$ cat src/rtl/neuron_mac.sv
// rtl/neuron_mac.sv - streaming multi-beat MAC neuron with bias, ReLU and saturation
module neuron_mac #(
  parameter int DW    = 5,
  parameter int LANES = 4,
  parameter int BEATS = 4,
  parameter int OUT_W = 12
) (
  input  logic                    clk,
  input  logic                    rst_n,
  input  logic                    in_valid,
  output logic                    in_ready,
  input  logic [LANES*DW-1:0]     in_data,
  input  logic [LANES*DW-1:0]     in_weight,
  input  logic [OUT_W-1:0]        bias,
  input  logic                    relu_en,
  output logic                    out_valid,
  input  logic                    out_ready,
  output logic [OUT_W-1:0]        out_data,
  output logic                    out_sat
);

  localparam int PW    = 2 * DW;
  localparam int AW0   = 2 * DW + $clog2(LANES * BEATS);
  localparam int ACC_W = ((AW0 > OUT_W) ? AW0 : OUT_W) + 2;
  localparam int CW    = (BEATS > 1) ? $clog2(BEATS) : 1;

  localparam logic signed [ACC_W-1:0] SAT_MAX = {{(ACC_W-OUT_W+1){1'b0}}, {(OUT_W-1){1'b1}}};
  localparam logic signed [ACC_W-1:0] SAT_MIN = {{(ACC_W-OUT_W+1){1'b1}}, {(OUT_W-1){1'b0}}};

  typedef enum logic [1:0] {ST_ACCUM, ST_DRAIN, ST_OUT} state_e;

  state_e                   state_q, state_d;
  logic [CW-1:0]            beat_cnt_q, beat_cnt_d;
  logic signed [PW-1:0]     prod_q [LANES];
  logic signed [PW-1:0]     prod_d [LANES];
  logic                     pvld_q, pvld_d;
  logic signed [ACC_W-1:0]  acc_q, acc_d;
  logic signed [OUT_W-1:0]  bias_q, bias_d;
  logic                     relu_q, relu_d;
  logic                     out_valid_q, out_valid_d;
  logic [OUT_W-1:0]         out_data_q, out_data_d;
  logic                     out_sat_q, out_sat_d;

  logic                     accept;
  logic signed [DW-1:0]     d_lane [LANES];
  logic signed [DW-1:0]     w_lane [LANES];
  logic signed [ACC_W-1:0]  prod_sum;
  logic signed [ACC_W-1:0]  final_v;

  assign in_ready  = (state_q == ST_ACCUM);
  assign accept    = in_valid && in_ready;
  assign out_valid = out_valid_q;
  assign out_data  = out_data_q;
  assign out_sat   = out_sat_q;

  always_comb begin
    prod_sum = '0;
    for (int i = 0; i < LANES; i++) begin
      d_lane[i] = in_data[i*DW +: DW];
      w_lane[i] = in_weight[i*DW +: DW];
      prod_sum  = prod_sum + ACC_W'(prod_q[i]);
    end
    // ReLU is applied before clipping so a clamped zero never reports saturation
    final_v = acc_q + prod_sum + ACC_W'(bias_q);
    if (relu_q && final_v[ACC_W-1]) begin
      final_v = '0;
    end
  end

  always_comb begin
    state_d     = state_q;
    beat_cnt_d  = beat_cnt_q;
    prod_d      = prod_q;
    pvld_d      = accept;
    acc_d       = acc_q;
    bias_d      = bias_q;
    relu_d      = relu_q;
    out_valid_d = out_valid_q;
    out_data_d  = out_data_q;
    out_sat_d   = out_sat_q;

    if (accept) begin
      for (int i = 0; i < LANES; i++) begin
        prod_d[i] = PW'(d_lane[i]) * PW'(w_lane[i]);
      end
    end

    if (pvld_q && state_q != ST_DRAIN) begin
      acc_d = acc_q + prod_sum;
    end

    case (state_q)
      ST_ACCUM: begin
        if (accept) begin
          if (beat_cnt_q == '0) begin
            bias_d = bias;
            relu_d = relu_en;
          end
          if (beat_cnt_q == CW'(BEATS - 1)) begin
            beat_cnt_d = '0;
            state_d    = ST_DRAIN;
          end else begin
            beat_cnt_d = beat_cnt_q + CW'(1);
          end
        end
      end
      ST_DRAIN: begin
        if (final_v > SAT_MAX) begin
          out_data_d = {1'b0, {(OUT_W-1){1'b1}}};
          out_sat_d  = 1'b1;
        end else if (final_v < SAT_MIN) begin
          out_data_d = {1'b1, {(OUT_W-1){1'b0}}};
          out_sat_d  = 1'b1;
        end else begin
          out_data_d = final_v[OUT_W-1:0];
          out_sat_d  = 1'b0;
        end
        out_valid_d = 1'b1;
        acc_d       = '0;
        state_d     = ST_OUT;
      end
      ST_OUT: begin
        if (out_ready) begin
          out_valid_d = 1'b0;
          state_d     = ST_ACCUM;
        end
      end
      default: state_d = ST_ACCUM;
    endcase
  end

  always_ff @(posedge clk or negedge rst_n) begin
    if (!rst_n) begin
      state_q     <= ST_ACCUM;
      beat_cnt_q  <= '0;
      for (int i = 0; i < LANES; i++) begin
        prod_q[i] <= '0;
      end
      pvld_q      <= 1'b0;
      acc_q       <= '0;
      bias_q      <= '0;
      relu_q      <= 1'b0;
      out_valid_q <= 1'b0;
      out_data_q  <= '0;
      out_sat_q   <= 1'b0;
    end else begin
      state_q     <= state_d;
      beat_cnt_q  <= beat_cnt_d;
      prod_q      <= prod_d;
      pvld_q      <= pvld_d;
      acc_q       <= acc_d;
      bias_q      <= bias_d;
      relu_q      <= relu_d;
      out_valid_q <= out_valid_d;
      out_data_q  <= out_data_d;
      out_sat_q   <= out_sat_d;
    end
  end

endmodule

$ cat config.mk
export PLATFORM = sky130hd
export DESIGN_NAME = neuron_mac
export DESIGN_NICKNAME = d
export VERILOG_FILES = /design/src/rtl/neuron_mac.sv
export SDC_FILE = /design/constraint.sdc
export NUM_CORES = 1
export LEC_CHECK = 0
export CORE_AREA = 4 4 117 163
export DETAILED_ROUTE_END_ITERATION = 8
export DIE_AREA = 0 0 121 167
export PLACE_DENSITY = 0.83
export RECOVER_POWER = 25
export SYNTH_ARGS = -nofsm -noshare
export SYNTH_HDL_FRONTEND = slang
export SYNTH_SLANG_ARGS = --single-unit
$ cat constraint.sdc
create_clock -name clk -period 5.4 [get_ports clk]
set_input_delay 0.54 -clock clk [delete_from_list [all_inputs] [get_ports clk]]
set_output_delay 0.54 -clock clk [all_outputs]
set_load 0.03 [all_outputs]
# == Word level (Yosys, flattened, before mapping) ==
# Index checks and enable logic that the tools add are counted.
# totals
mem_bits_ro,0
ff_bits,88
out_inout_bits,15
input_bits,57
mem_count,0
ramBits,0
latchBits,0
word_cells,57
# op_classes
shifts,0
add_sub_neg,6
n_eq_ne,7
n_reduce_logical,11
div,0
bitwise,0
mul,4
magnitude_cmp,2
n_mux,14
# ops
cell,count
$mux 16,3
$mul 5x5->10,4
$mux 12,2
$add 16x12->16,1
$add 16x13->16,1
$gt 16x12->1 const B,1
$lt 16x12->1 const B,1
$add 12x10->13,1
$add 11x10->12,1
$add 10x10->11,1
$mux 2,4
$ne 2x1->1 const B,3
$pmux 2 s3,1
$reduce_and 3->1,2
$eq 2x2->1 const B,2
$logic_not 2->1,2
$reduce_and 2->1,2
$reduce_bool 2->1,2
$logic_and 1x1->1,3
$mux 1,3
$add 2x1->2 const B,1
$eq 2x1->1 const B,1
$ne 2x2->1 const B,1
$pmux 1 s2,1

# == Depth between registers and ports, before layout ==
# Gate-level depths: netlist (run 1).
# logic_depth
ltp_word,10
ltp_mapped,25
mapped_depth_nobuf,24

# == Least setup slack after synthesis (run 1) ==
# No wires, ideal clock.
# synth_timing
kind,register to register
from,register prod_q[2] (netlist bit)
to,register out_data_q[0] (netlist: out_data[0])
stages_incl_launch_ff,26
path_buffers,1
setup_time_ps,129
setup_slack_ps,-185
arrival_ps,5456
period_less_slack_ps,5585
required_ps,5271
path_cell_list,dfrtp_1 -> inv_1 -> fa_1 -> inv_1 -> fa_1 -> inv_1 -> fa_1 -> inv_1 -> ha_1 -> a21o_1 -> a21o_1 -> a211oi_1 -> o211ai_1 -> nand2_1 -> a2bb2oi_1 -> nand2b_1 -> xor2_1 -> ha_1 -> and4_1 -> a22o_1 -> a311o_1 -> xnor2_2 -> xor2_1 -> o41a_2 -> buf_6 -> o22ai_1
# synth_between
elab_chain_len,8
elab_cells_between_ends,9
cone_classes,3 x add/sub; 2 x order compare; 3 x mux; 1 x reduce/logical
# synth_rtl
item,line,rtl
"start, declared",34,logic signed [PW-1:0] prod_q [LANES];
"start signal, assigned",149,prod_q <= prod_d;
$add 12x10->13 *,61,prod_sum = prod_sum + ACC_W'(prod_q[i]);
$add 16x13->16 *,64,final_v = acc_q + prod_sum + ACC_W'(bias_q);
$add 16x12->16 *,64,
$logic_and 1x1->1,65,if (relu_q && final_v[ACC_W-1]) begin
$mux 16 *,65,
$lt 16x12->1,111,end else if (final_v < SAT_MIN) begin
$mux 12,111,
$mux 12 *,108,if (final_v > SAT_MAX) begin
"end signal, assigned",155,out_data_q <= out_data_d;
"end, declared",41,"logic [OUT_W-1:0] out_data_q, out_data_d;"
# Every way passes the cells marked *; elsewhere a longest branch is shown, timed or not.
# A chain may end at the register's enable or synchronous reset.

# == Worst setup path in the final report (run 1) ==
# layout_timing
from,register prod_q[22] (netlist bit)
to,register out_data_q[0] (netlist: out_data[0])
# layout_between
elab_chain_len,10
elab_cells_between_ends,11
cone_classes,5 x add/sub; 2 x order compare; 3 x mux; 1 x reduce/logical
# layout_rtl
item,line
$add 10x10->11 *,61
$add 11x10->12 *,61
$add 12x10->13 *,61
$add 16x13->16 *,64
$add 16x12->16 *,64
$logic_and 1x1->1,65
$mux 16 *,65
$lt 16x12->1,111
$mux 12,111
$mux 12 *,108
# Marks and branches as above.

==> results.yml, run 1 <==
logic_synthesis:
  synth_edf_count: 0
  synth_flop_cell: "dfrtp_1"
  syn_nets: 1281
  postSynthCellCount: 1025
  netlist_area_um2: 9492
  avgSynthCellArea_um2: 9.260
  ys_warn_count: 0
  yosysSeqAreaShare_pct: 23.20
  async_reset_ff_share_pct: 100.0
  ys_seq_elements: 88
  ys_types: 64
floorplan:
  row_count: 57
  core_area_um2: 17470
  dieArea_um2: 20210
  die-width_um: 121
  die_height_um: 167
  num_io_pins: 72
  floorplan.initialDensity_pct: 54.32
timing:
  fin_skew_ns: 0.006696
  hold_violations: 0
  rsz0062_at_grt: "true"
  finalMaxSlewViolations: 46
  min_period_ns: 5.662
  tightestPinTransition_ns: 2.443
  finalCritPeriodShare_pct: 104.8
  fmax_mhz: 176.6
  setup_viol: 13
  setup_slack_ns: -0.2617
  maxSlewHeadroom_pct: -62.86
clocking:
  clkSlewWorstSetupHoldPaths_ns: 0.06
  clock-root-buffer: "clkbuf_16"
  clock_latency_ns: 0.35
  h-tree-depth: 3
  cts_buffer_depth: 2
  cts_made_buffers: 9
  cts_tree: "yes"
  cts_hold_buf: 0
  clock-sinks: 88
route:
  detail-route-antenna-nets: 0
  vias_per_cell: 5.295
  vias: 7387
  drc: 0
  avgRoutedWirePerCell_um: 14.60
  routed_wl_um: 20370
  first_pass_iters: 5
  drt_iter0_drc: 397
placement:
  post-dp-hpwl_um: 15930
  place_ws_ns: -0.3358
  placed_cell_area_um2: 10830
  portBuffers: 71
  gp_congestion: 0.8576
critical_path:
  crit_family: "compound AO/OA/AOI/OAI gates"
  slowest_stage: "fa_1"
  worst-path-buf-inv: 6
  crit_arrival_ns: 5.88
  path_max_fanout: 11
  cpPeakStageDelay_ns: 0.55
  crit_type: "register to register"
  start_kind: "register"
  setup.worst_path.end_class: "register"
  worstPathRequired_ns: 5.62
layout:
  regArea_um2: 2202
  nNetsFinal: 1410
  fill_cells: 1291
  finalInstanceArea_um2: 11380
  antenna_cells: 0
  multi_input_area_um2: 6624
  layout-drive-gt1-share_pct: 11.73
  syn_to_final_growth_pct: 19.88
global_routing:
  grt_max_degree: 51
  antenna_found_initial: 0
  first_global_vias: 7811
  grt_pass1_wl_um: 34700
  grt_usage_pct: 20.83
  overflow: 0
run_status:
  status: "complete, but fails checks"
  violations: "max-capacitance violations, max-slew violations, negative setup slack"
worst_hold_path:
  hold_class: "register to register"
flow_run:
  drv_cap: 1
-- worst min-delay path: cells and delay by family (launching register included) --
family | cells | cell delay [ns]
AO/OA/AOI/OAI | 1 | 0.06
flip-flops | 1 | 0.34
AND/OR/NAND/NOR | 1 | 0.05
-- Yosys cell counts, types with 4 or more instances --
cell type | number | area [um^2]
o21ai_0 | 67 | 335.3
a21oi_1 | 27 | 135.1
xnor2_1 | 47 | 411.6
o21a_1 | 6 | 45.04
a21o_1 | 24 | 180.2
nor2_1 | 44 | 165.2
nor2b_1 | 6 | 37.54
xor2_1 | 17 | 148.9
clkbuf_1 | 16 | 60.06
o22ai_1 | 12 | 75.07
fa_1 | 104 | 2082
nand2b_1 | 23 | 143.9
inv_1 | 198 | 743.2
nor3_1 | 9 | 45.04
nand3_1 | 8 | 40.04
o21bai_1 | 4 | 30.03
and2_1 | 41 | 256.5
mux2i_1 | 15 | 150.1
mux2_2 | 11 | 123.9
nand2_1 | 101 | 379.1
a211oi_1 | 5 | 37.54
ha_1 | 95 | 1189
dfrtp_1 | 88 | 2202
-- registers in the layout (all words and copies together), names as in the netlist --
name        count
out_valid       1
pvld_q          1
prod_q         40
state_q         2
bias_q         12
beat_cnt_q      2
relu_q          1
out_sat         1
acc_q          16
out_data       12
-- cells by family (layout without fill, tap and decap cells) --
family | count (synthesis) | in the layout | share of synthesized area, %
AO/OA/AOI/OAI | 173 | 174 | 11.44
buffers and inverters | 221 | 354 | 8.872
AND/OR/NAND/NOR | 251 | 251 | 12.77
XOR/XNOR | 66 | 66 | 6.248
multiplexers | 27 | 27 | 3.005
adder cells (fa/ha/maj) | 199 | 199 | 34.46
flip-flops | 88 | 88 | 23.20
-- metrics by stage --
stage          hold slack, ns  instances  TNS [ns]  util [%]
2_1_floorplan          0.2444       1025         0         -
3_3_place_gp           0.4644       1364    -1.767     61.99
3_5_place_dp           0.4716       1364    -3.804     61.99
4_1_cts                0.2048       1386    -2.993     64.30
5_1_grt                0.5024       1395    -6.235     65.12
6_report               0.4839       1395    -3.089     65.12
-- what timing repair did --
action                                 in CTS  in global routing
gates resized for setup                    12                 17
endpoints found under the hold margin       0                  0
setup endpoints to repair                  13                 13
buffers inserted                            5                  9
gates cloned                                1                  0
pin swaps                                  19                 29
-- worst paths after layout --
path,from,endpoint,slack (ns),depth (start not counted)
worst max-delay path,prod_q[22],out_data[0],-0.26,25
max in group asynchronous,rst_n,prod_q[28],2.87,2
min in group asynchronous,rst_n,out_data[1],0.94,1
worst min register to register,prod_q[26],prod_q[26],0.48,2
worst max register to register,prod_q[22],out_data[0],-0.26,25
worst min-delay path,prod_q[26],prod_q[26],0.48,2
-- cells in the final DEF (no fill, tap or decap), types with 5 or more instances in the layout --
cell and instances:
buf_4 65, o21ai_0 67, a21o_1 24, and2_1 41, inv_2 6, a21oi_1 25
o22ai_1 7, o21a_1 6, nand2b_1 23, ha_1 90, xor2_1 16, dfrtp_1 88
inv_1 193, nor2_1 44, xnor2_1 46, nor3_1 9, nor2b_1 5, mux2i_1 15
mux2_2 11, clkdlybuf4s50_1 70, nand2_1 100, fa_1 104, nand3_1 8, clkbuf_16 9
-- area by class of cell --
cell class                 count  share of cell area [%]
multi-input combinational    717                   58.21
clock inverter                 5                  0.2859
timing repair buffer         139                   10.85
inverter                     199                   6.565
sequential                    88                   19.35
clock buffer                  11                   2.133
tap                          236                   2.595
-- routing by layer --
| layer | vias to the layer above | share of wire (%) | global-route usage [%] |
|---|---|---|---|
| met5 | - | 0 | 0 |
| li1 | 3538 | - | - |
| met4 | 0 | 3.5 | 8.925 |
| met1 | 3627 | 38 | 23.35 |
| met2 | 174 | 55 | 39.04 |
| met3 | 48 | 3.1 | 2.476 |
Power of run 1 is left out: the tool's default activity adds up to more than one toggle a clock period on the data nets, which glitch-free logic cannot reach.
==> run 2, diff against run 1 <==
--- a/config.mk
+++ b/config.mk
@@ -10,6 +10,7 @@
 export DIE_AREA = 0 0 121 167
 export PLACE_DENSITY = 0.83
 export RECOVER_POWER = 25
+export REMOVE_ABC_BUFFERS = 1
 export SYNTH_ARGS = -nofsm -noshare
 export SYNTH_HDL_FRONTEND = slang
 export SYNTH_SLANG_ARGS = --single-unit
==> results.yml, run 2 (synthesis results as in run 1) <==
timing:
  fmax_mhz: 175.2
  tns_ns: -3.797
  setup_slack_ns: -0.3068
  tightestPinTransition_ns: 2.026
  setup_viol: 13
  finalCritPeriodShare_pct: 105.7
  fin_skew_ns: 0.008258
  hold_violations: 0
  rsz0062_at_grt: "true"
  min_period_ns: 5.707
  maxSlewHeadroom_pct: -35.03
  finalMaxSlewViolations: 83
clocking:
  clock_latency_ns: 0.35
  clkSlewWorstSetupHoldPaths_ns: 0.06
  clock-sinks: 88
  h-tree-depth: 3
  cts_buffer_depth: 2
  cts_tree: "yes"
  cts_made_buffers: 9
  clock-root-buffer: "clkbuf_16"
worst_hold_path:
  min_from: "prod_q[24]"
  hold_depth: 2
  hold_class: "register to register"
critical_path:
  crit_arrival_ns: 5.94
  worstPathRequired_ns: 5.63
  setup.worst_path.end_class: "register"
  critical_path.startpoint: "prod_q[22]"
  worstRegToRegCells: 26
  crit_type: "register to register"
  r2r_setup_slack_ns: -0.31
  r2r_start: "prod_q[22]"
  path_max_fanout: 6
  start_kind: "register"
route:
  vias: 7513
  vias_per_cell: 5.347
  avgRoutedWirePerCell_um: 15.22
  drt_iter0_drc: 506
  drc: 0
  detail-route-antenna-nets: 0
  routed_wl_um: 21380
  first_pass_iters: 5
floorplan:
  die_height_um: 167
  dieArea_um2: 20210
  floorplan.initialDensity_pct: 54.32
  core_area_um2: 17470
  num_io_pins: 72
  row_count: 57
  die-width_um: 121
placement:
  place_ws_ns: -0.4354
  gp_congestion: 0.8462
  post-dp-hpwl_um: 16110
  placed_cell_area_um2: 10870
  portBuffers: 71
layout:
  finalInstanceArea_um2: 11550
  utilization_pct: 66.11
  antenna_cells: 0
  final_cell_mix: "inv_1, fa_1, nand2_1, ha_1, dfrtp_1"
  nNetsFinal: 1420
  syn_to_final_growth_pct: 21.70
  largest_reg_flops: 40
  top_register: "prod_q"
  layout_commonest_cell: "inv_1"
  top_regs: "prod_q x40, acc_q x16"
  layout-drive-gt1-share_pct: 13.17
  fill_cells: 1294
global_routing:
  grt_pass1_wl_um: 35760
  grt_usage_pct: 21.59
  overflow: 0
  first_global_vias: 8023
  grt_max_degree: 83
  antenna_found_initial: 0
run_status:
  status: "complete, but fails checks"
  violations: "max-capacitance violations, max-slew violations, negative setup slack"
flow_run:
  drv_cap: 1
## run 2: repair_timing
action	4_1_cts	5_1_grt
cloned	2	0
endpoints found under the setup margin	13	13
resized for setup	31	13
endpoints found under the hold margin	6	0
pin swaps	38	16
setup buffers	9	6
hold buffers	1	0
## run 2: cell type report
type / count / area, um^2 / share of cell area, %
Multi-Input combinational cell: 717 / 6673 / 57.77
Sequential cell: 88 / 2202 / 19.06
Timing Repair Buffer: 149 / 1301 / 11.27
Inverter: 199 / 747.0 / 6.467
Tap cell: 236 / 295.3 / 2.556
Clock buffer: 12 / 256.5 / 2.221
Clock inverter: 4 / 76.32 / 0.6607
## run 2: final timing paths
kind / endpoint
hold / removal: prod_q[24]
min in group asynchronous: state_q[0]
setup reg to reg: out_data[3]
hold reg to reg: prod_q[24]
max in group asynchronous: pvld_q
setup / recovery: out_data[3]
## run 2: per-stage QoR
stage,std cells,hold WS (ns)
finish,1405,0.4826
CTS,1399,0.4844
global placement,1372,0.3548
detailed placement,1372,0.3560
global route,1405,0.5144
floorplan,1003,0.2444
## run 2: per-layer routing
metal | part of all wire [%] | vias up | track usage, %
li1 | - | 3561 | -
met1 | 36 | 3702 | 23.20
met2 | 56 | 181 | 41.34
met3 | 2.8 | 69 | 1.866
met4 | 4.8 | 0 | 10.75
met5 | 0 | - | 0
## run 2: worst max-delay path, stage by stage, from the launching register on
cell	delay [ns]
dfrtp_1	0.35
inv_2	0.05
fa_1	0.54
inv_2	0.04
fa_1	0.49
inv_2	0.04
fa_1	0.49
inv_2	0.05
ha_4	0.20
a21o_1	0.17
a21o_1	0.19
a211oi_2	0.24
buf_4	0.16
o211ai_1	0.11
a31oi_1	0.24
xnor2_1	0.17
ha_1	0.30
a21o_1	0.21
a21o_1	0.16
a22o_1	0.18
a311o_1	0.30
xnor2_2	0.15
buf_4	0.16
xnor2_4	0.15
o21ai_4	0.19
buf_6	0.17
o22ai_2	0.08
Power of run 2 is left out for the same reason.
